## src/rtl/pnode_frame_ctrl.sv

```systemverilog
// ---------------------------------------------------------------------------
// pnode_frame_ctrl
//
// Frame controller for a two-bit polar-style node decision. It collects
// NPAIR pairs of sign-magnitude LLRs (plus two frozen flags per pair) into
// a local buffer. It then evaluates one buffered pair per cycle into a
// 2*NPAIR-bit decoded frame. Finally it offers that frame on a
// valid/ready handshake.
//
// Ports
//   clk        : single clock
//   rst_n      : asynchronous active-low reset
//   in_valid   : input pair beat offered
//   in_ready   : beat accepted (IDLE / LOAD only)
//   llr_c      : LLR C, sign-magnitude (bit7 = 1 means negative)
//   llr_d      : LLR D, sign-magnitude
//   frozen1    : frozen flag, first bit of the pair
//   frozen2    : frozen flag, second bit of the pair
//   out_valid  : decoded frame available (OUT state)
//   out_ready  : consumer accepts the frame
//   out_bits   : decoded frame, pair k at bits [2k+1:2k]
//   busy       : state is not IDLE
//   frame_cnt  : frames delivered, wraps at 256
// ---------------------------------------------------------------------------
module pnode_frame_ctrl #(
  parameter int NPAIR = 8,
  parameter int CW    = $clog2(NPAIR)
) (
  input  logic                 clk,
  input  logic                 rst_n,
  input  logic                 in_valid,
  output logic                 in_ready,
  input  logic [7:0]           llr_c,
  input  logic [7:0]           llr_d,
  input  logic                 frozen1,
  input  logic                 frozen2,
  output logic                 out_valid,
  input  logic                 out_ready,
  output logic [2*NPAIR-1:0]   out_bits,
  output logic                 busy,
  output logic [7:0]           frame_cnt
);

  localparam logic [1:0] ST_IDLE = 2'd0;
  localparam logic [1:0] ST_LOAD = 2'd1;
  localparam logic [1:0] ST_RUN  = 2'd2;
  localparam logic [1:0] ST_OUT  = 2'd3;

  localparam logic [CW-1:0] CNT_ZERO = {CW{1'b0}};
  localparam logic [CW-1:0] CNT_ONE  = CW'(1);
  localparam logic [CW-1:0] CNT_LAST = CW'(NPAIR - 1);

  // Buffer entry layout: {llr_c[7:0], llr_d[7:0], frozen1, frozen2}.
  function automatic logic [1:0] decide(input logic [17:0] entry);
    logic       hc;
    logic       hd;
    logic       gt;
    logic       f1;
    logic       f2;
    logic [1:0] bits;
    hc      = ~entry[17];
    hd      = ~entry[9];
    gt      = (entry[16:10] > entry[8:2]);
    f1      = entry[1];
    f2      = entry[0];
    bits[0] = ~f1 & (hc ^ hd);
    bits[1] = ~f2 & gt & (hd | (f1 & hc));
    return bits;
  endfunction

  logic [17:0]          buf_r [NPAIR];
  logic [1:0]           state_r;
  logic [1:0]           state_s;
  logic [CW-1:0]        cnt_r;
  logic [CW-1:0]        cnt_s;
  logic                 out_valid_r;
  logic                 out_valid_s;
  logic [7:0]           frame_cnt_r;
  logic [7:0]           frame_cnt_s;
  logic [2*NPAIR-1:0]   out_bits_r;
  logic                 accept_s;
  logic [1:0]           dec_s;

  // in_ready and busy come straight from the state register, never from inputs.
  assign in_ready  = (state_r == ST_IDLE) || (state_r == ST_LOAD);
  assign busy      = (state_r != ST_IDLE);
  assign accept_s  = in_valid & in_ready;
  assign dec_s     = decide(buf_r[cnt_r]);

  assign out_valid = out_valid_r;
  assign out_bits  = out_bits_r;
  assign frame_cnt = frame_cnt_r;

  // Next-state, pair counter, out_valid and frame counter.
  always_comb begin
    state_s     = state_r;
    cnt_s       = cnt_r;
    out_valid_s = 1'b0;
    frame_cnt_s = frame_cnt_r;
    case (state_r)
      ST_IDLE: begin
        if (accept_s) begin
          state_s = ST_LOAD;
          cnt_s   = CNT_ONE;
        end else begin
          state_s = ST_IDLE;
        end
      end
      ST_LOAD: begin
        if (accept_s) begin
          if (cnt_r == CNT_LAST) begin
            cnt_s   = CNT_ZERO;
            state_s = ST_RUN;
          end else begin
            cnt_s   = cnt_r + CNT_ONE;
          end
        end else begin
          cnt_s = cnt_r;
        end
      end
      ST_RUN: begin
        if (cnt_r == CNT_LAST) begin
          cnt_s       = CNT_ZERO;
          state_s     = ST_OUT;
          out_valid_s = 1'b1;
        end else begin
          cnt_s       = cnt_r + CNT_ONE;
        end
      end
      ST_OUT: begin
        if (out_ready) begin
          state_s     = ST_IDLE;
          out_valid_s = 1'b0;
          frame_cnt_s = frame_cnt_r + 8'd1;
        end else begin
          out_valid_s = 1'b1;
        end
      end
      default: begin
        state_s = ST_IDLE;
        cnt_s   = CNT_ZERO;
      end
    endcase
  end

  // Control registers with asynchronous reset.
  always_ff @(posedge clk or negedge rst_n) begin
    if (!rst_n) begin
      state_r     <= ST_IDLE;
      cnt_r       <= CNT_ZERO;
      out_valid_r <= 1'b0;
      frame_cnt_r <= 8'd0;
    end else begin
      state_r     <= state_s;
      cnt_r       <= cnt_s;
      out_valid_r <= out_valid_s;
      frame_cnt_r <= frame_cnt_s;
    end
  end

  // Pair buffer. The counter is always zero in IDLE, so cnt_r is the write
  // index for the first beat as well. Contents are not reset: a new frame
  // rewrites every entry before RUN reads any of them.
  always_ff @(posedge clk) begin
    if (accept_s) begin
      buf_r[cnt_r] <= {llr_c, llr_d, frozen1, frozen2};
    end
  end

  // Decoded frame: one pair per RUN cycle, otherwise held.
  always_ff @(posedge clk or negedge rst_n) begin
    if (!rst_n) begin
      out_bits_r <= {(2*NPAIR){1'b0}};
    end else if (state_r == ST_RUN) begin
      out_bits_r[{cnt_r, 1'b0} +: 2] <= dec_s;
    end else begin
      out_bits_r <= out_bits_r;
    end
  end

endmodule

```

## config.mk

```make
export PLATFORM = sky130hd
export DESIGN_NAME = pnode_frame_ctrl
export DESIGN_NICKNAME = d
export VERILOG_FILES = /design/src/rtl/pnode_frame_ctrl.sv
export SDC_FILE = /design/constraint.sdc
export NUM_CORES = 1
export LEC_CHECK = 0
export ABC_AREA = 1
export CORE_MARGIN = 2
export CORE_UTILIZATION = 50
export CTS_CLUSTER_SIZE = 25
export DETAILED_ROUTE_END_ITERATION = 8
export PLACE_DENSITY = 0.74
export SLEW_MARGIN = 20
export SYNTH_ARGS = -nofsm -noshare
export SYNTH_HDL_FRONTEND = slang
export SYNTH_SLANG_ARGS = --single-unit
```

## constraint.sdc

```tcl
create_clock -name clk -period 3.26 [get_ports clk]
set_input_delay 0.652 -clock clk [delete_from_list [all_inputs] [get_ports clk]]
set_output_delay 0.652 -clock clk [all_outputs]
set_load 0.05 [all_outputs]
```

==> results.sh <==
export IMPL_outcome="finished clean"
export IMPL_path_clk_slew_ns=0.06
export IMPL_ir_drop_uv=467
export IMPL_numPlacedInstances=864
export IMPL_rr_startpoint="cnt_r[1]$_DFFE_PN0P_"
export IMPL_drv_slew=0
export IMPL_synth_area_leaders="edfxtp_1 (60%), dfrtp_1 (10%), nand2_1 (10%)"
export IMPL_die_w_um=124
export IMPL_path_buf_inv=3
export IMPL_synth_compound_area_frac=0.0372
export IMPL_viasPerCell=5.38
export IMPL_drt_total_wl_mm=15.1
export IMPL_syn_num_nets=661
export IMPL_end_kind="primary output"
export IMPL_cts_num_sinks=174
export IMPL_hold_path_depth=1
export IMPL_drive_above_1_share=0.0936
export IMPL_antenna_found_initial=0
export IMPL_yosysWarnings=0
export IMPL_yosysTopAreaCellShare=0.598
export IMPL_area_growth_synth_to_final_pct=19.9
export IMPL_hp_start="frame_cnt[7]$_DFFE_PN0P_"
export IMPL_cts_path_max_buffers=2
export IMPL_syn_area_um2=7240
export IMPL_layout_nets=742
export IMPL_hold_slack_ns=0.476
export IMPL_cts_resized=0
export IMPL_hold_viol_final=0
export IMPL_die_area_um2=15400
export IMPL_synthCells=622
export IMPL_hold_end="frame_cnt[7]$_DFFE_PN0P_"
export IMPL_worstPathArrival_ns=2.14
export IMPL_post_route_min_period_ns=2.79
export IMPL_fmax_mhz=358
export IMPL_gp_congestion=0.867
export IMPL_final_cell_mix="nand2_1 (196), edfxtp_1 (144), inv_1 (72), clkdlybuf4s50_1 (48), nand3_1 (35)"
export IMPL_maxCapViolCount=0
export IMPL_cp_top_family="buffers and inverters"
export IMPL_leakagePower_nw=3.52
export IMPL_num_vias=4824
export IMPL_numCtsBuffers=17
export IMPL_worst_pin_slew_ns=0.550
export IMPL_num_io_pins=49
export IMPL_grt_max_degree=31
export IMPL_cts_setup_buffers=0
export IMPL_cts_root_buf="clkbuf_16"
export IMPL_synth_top_family_by_area="simple AND/OR/NAND/NOR gates"
export IMPL_port_buffers=48
export IMPL_crit_path_max_incr_delay_ns=0.80
export IMPL_setup_viol=0
export IMPL_relSlewSlack=0.630
export IMPL_core_um2=14000
export IMPL_place_hpwl_mm=9.73
export IMPL_final_common_cell="nand2_1"
export IMPL_final_cells=896
export IMPL_worstSetupPathType="flip-flop to primary output"
export IMPL_grt_util_all_layers=0.207
export IMPL_drtAntennaViolNets=0
export IMPL_rsz0062_at_grt="no"
export IMPL_synth_seq_area_share=0.701
export IMPL_period_share=0.856
export IMPL_synth_xor_area_share=0.00847
export IMPL_die_h_um=124
export IMPL_wl_per_cell_um=16.9
export IMPL_grt_pass1_vias=4935
export IMPL_drc=0
export IMPL_clk_insertion_delay_late_ns=0.43
export IMPL_p_per_area_nw_per_um2=875
export IMPL_fin_skew_ns=0.00921
export IMPL_ctsHtreeMaxLevel=4
export IMPL_initial_core_util=0.517
export IMPL_synth_seq_cells=174
export IMPL_hold_path_class="flip-flop to flip-flop"
export IMPL_cts_tree="done"
export IMPL_r2r_cells=18
export IMPL_gr_total_overflow=0
export IMPL_yosysUniqueCellTypes=30
export IMPL_rrSetupSlack_ns=0.48
export IMPL_rows=43
export IMPL_cts_hold_buf=0
export IMPL_yosysTopAreaCell="edfxtp_1"
export IMPL_synthMuxAreaShare=0.00156
export IMPL_drt_initial_drc_count=410
export IMPL_crit_path_max_fanout=6
export IMPL_path_cells="inv_1, ha_1, inv_1, nand2_1, clkdlybuf4s50_1"
export IMPL_startpoint_type="flip-flop"
export IMPL_synthSimpleGateAreaFrac=0.171
export IMPL_synthAdderAreaFrac=0.0294
export IMPL_grt_pass1_wl_mm=24.8
export IMPL_required_ns=2.61
export IMPL_reg2reg_to="out_bits[11]$_DFFE_PN0P_"
export IMPL_diodes=0
export IMPL_firstDrtPassIters=5
export IMPL_post_synth_cell_area_avg_um2=11.6
export IMPL_crit_slowest_cell="clkdlybuf4s50_1"
export IMPL_cpMostUsedCell="inv_1"
[power by group]
| part | internal [mW] | total [mW] | switching (mW) |
|---|---|---|---|
| Sequential | 2.69 | 2.84 | 0.151 |
| Combinational | 0.923 | 2.81 | 1.89 |
| Clock | 1.13 | 1.94 | 0.816 |
| Total | 4.74 | 7.59 | 2.85 |
[through the flow]
stage,total power [mW],setup TNS (ns),worst slack (ns),cell area (um2),utilization
6_report,7.59,0,0.470,8680,0.620
3_5_place_dp,5.67,0,0.510,8110,0.580
5_1_grt,8.08,0,0.114,8680,0.620
2_1_floorplan,4.78,-5.07,-0.0470,7240,-
4_1_cts,7.63,0,0.455,8680,0.620
3_3_place_gp,5.60,0,0.537,8110,0.580
[worst register-to-register path, cell delays in order, from the launching register on]
cell and delay, ns:
dfrtp_1 0.46, inv_1 0.15, nand2_1 0.19, nor2_1 0.06, buf_4 0.22, nand2_1 0.09, nand2_1 0.05, a221oi_1 0.24
nand2_1 0.10, ha_1 0.30, nand2_1 0.07, nor2_1 0.15, nand2_1 0.07, nand2_1 0.05, nand2_1 0.09, nor2_1 0.13
buf_4 0.16, nand3_1 0.09, nand2_1 0.07
[registers in the layout, summed over array words and instances (netlist names)]
signal     flops
buf_r        144
cnt_r          3
frame_cnt      8
out_bits      16
out_valid      1
state_r        2
[cell usage after synthesis]
cell type	count
nor4_1	1
nand2_2	2
a21oi_1	11
nand4_1	19
buf_6	2
and3_1	3
a22oi_1	9
xor2_1	7
a22o_1	3
buf_4	5
o22ai_1	1
nand2_1	196
nor2_1	26
clkinv_1	1
inv_1	72
edfxtp_1	144
inv_2	1
dfrtp_1	30
nor2_2	2
o21ai_0	9
nor3_1	7
a211oi_1	1
o221ai_1	1
nor3b_1	1
nand3_1	35
a221oi_1	6
buf_2	6
ha_1	17
and2_0	3
mux2_2	1
[how the worst max path moves through the flow]
stage	startpoint	slack, ns	cells after the start	to
floorplan	state_r[1]$_DFFE_PN0P_	-0.05	6	buf_r[4][0]$_DFFE_PP_
detailed placement	cnt_r[1]$_DFFE_PN0P_	0.51	17	out_bits[3]$_DFFE_PN0P_
global route	cnt_r[1]$_DFFE_PN0P_	0.11	18	out_bits[3]$_DFFE_PN0P_
global placement	cnt_r[1]$_DFFE_PN0P_	0.54	17	out_bits[13]$_DFFE_PN0P_
CTS	state_r[1]$_DFFE_PN0P_	0.46	5	in_ready
finish	state_r[1]$_DFFE_PN0P_	0.47	5	in_ready
[cells by family after synthesis]
| group | Yosys count |
|---|---|
| AO/OA/AOI/OAI | 41 |
| XOR/XNOR | 7 |
| adder cells (fa/ha/maj) | 17 |
| buffers and inverters | 87 |
| flip-flops | 174 |
| multiplexers | 1 |
| AND/OR/NAND/NOR | 295 |
[routing by layer]
layer	vias to the layer above	share of wire	GRT usage
li1	2281	-	-
met1	2346	0.41	0.256
met2	164	0.50	0.346
met3	33	0.067	0.0614
met4	0	0.023	0.0740
met5	-	0	0
[layout make-up]
| type | count | area [um2] |
|---|---|---|
| Multi-Input combinational cell | 361 | 1820 |
| Sequential cell | 174 | 5070 |
| Clock buffer | 18 | 429 |
| Clock inverter | 14 | 139 |
| Tap cell | 180 | 225 |
| Timing Repair Buffer | 75 | 708 |
| Inverter | 74 | 278 |
| Fill cell | 1101 | 5310 |
(Power assumes the default switching activity.)
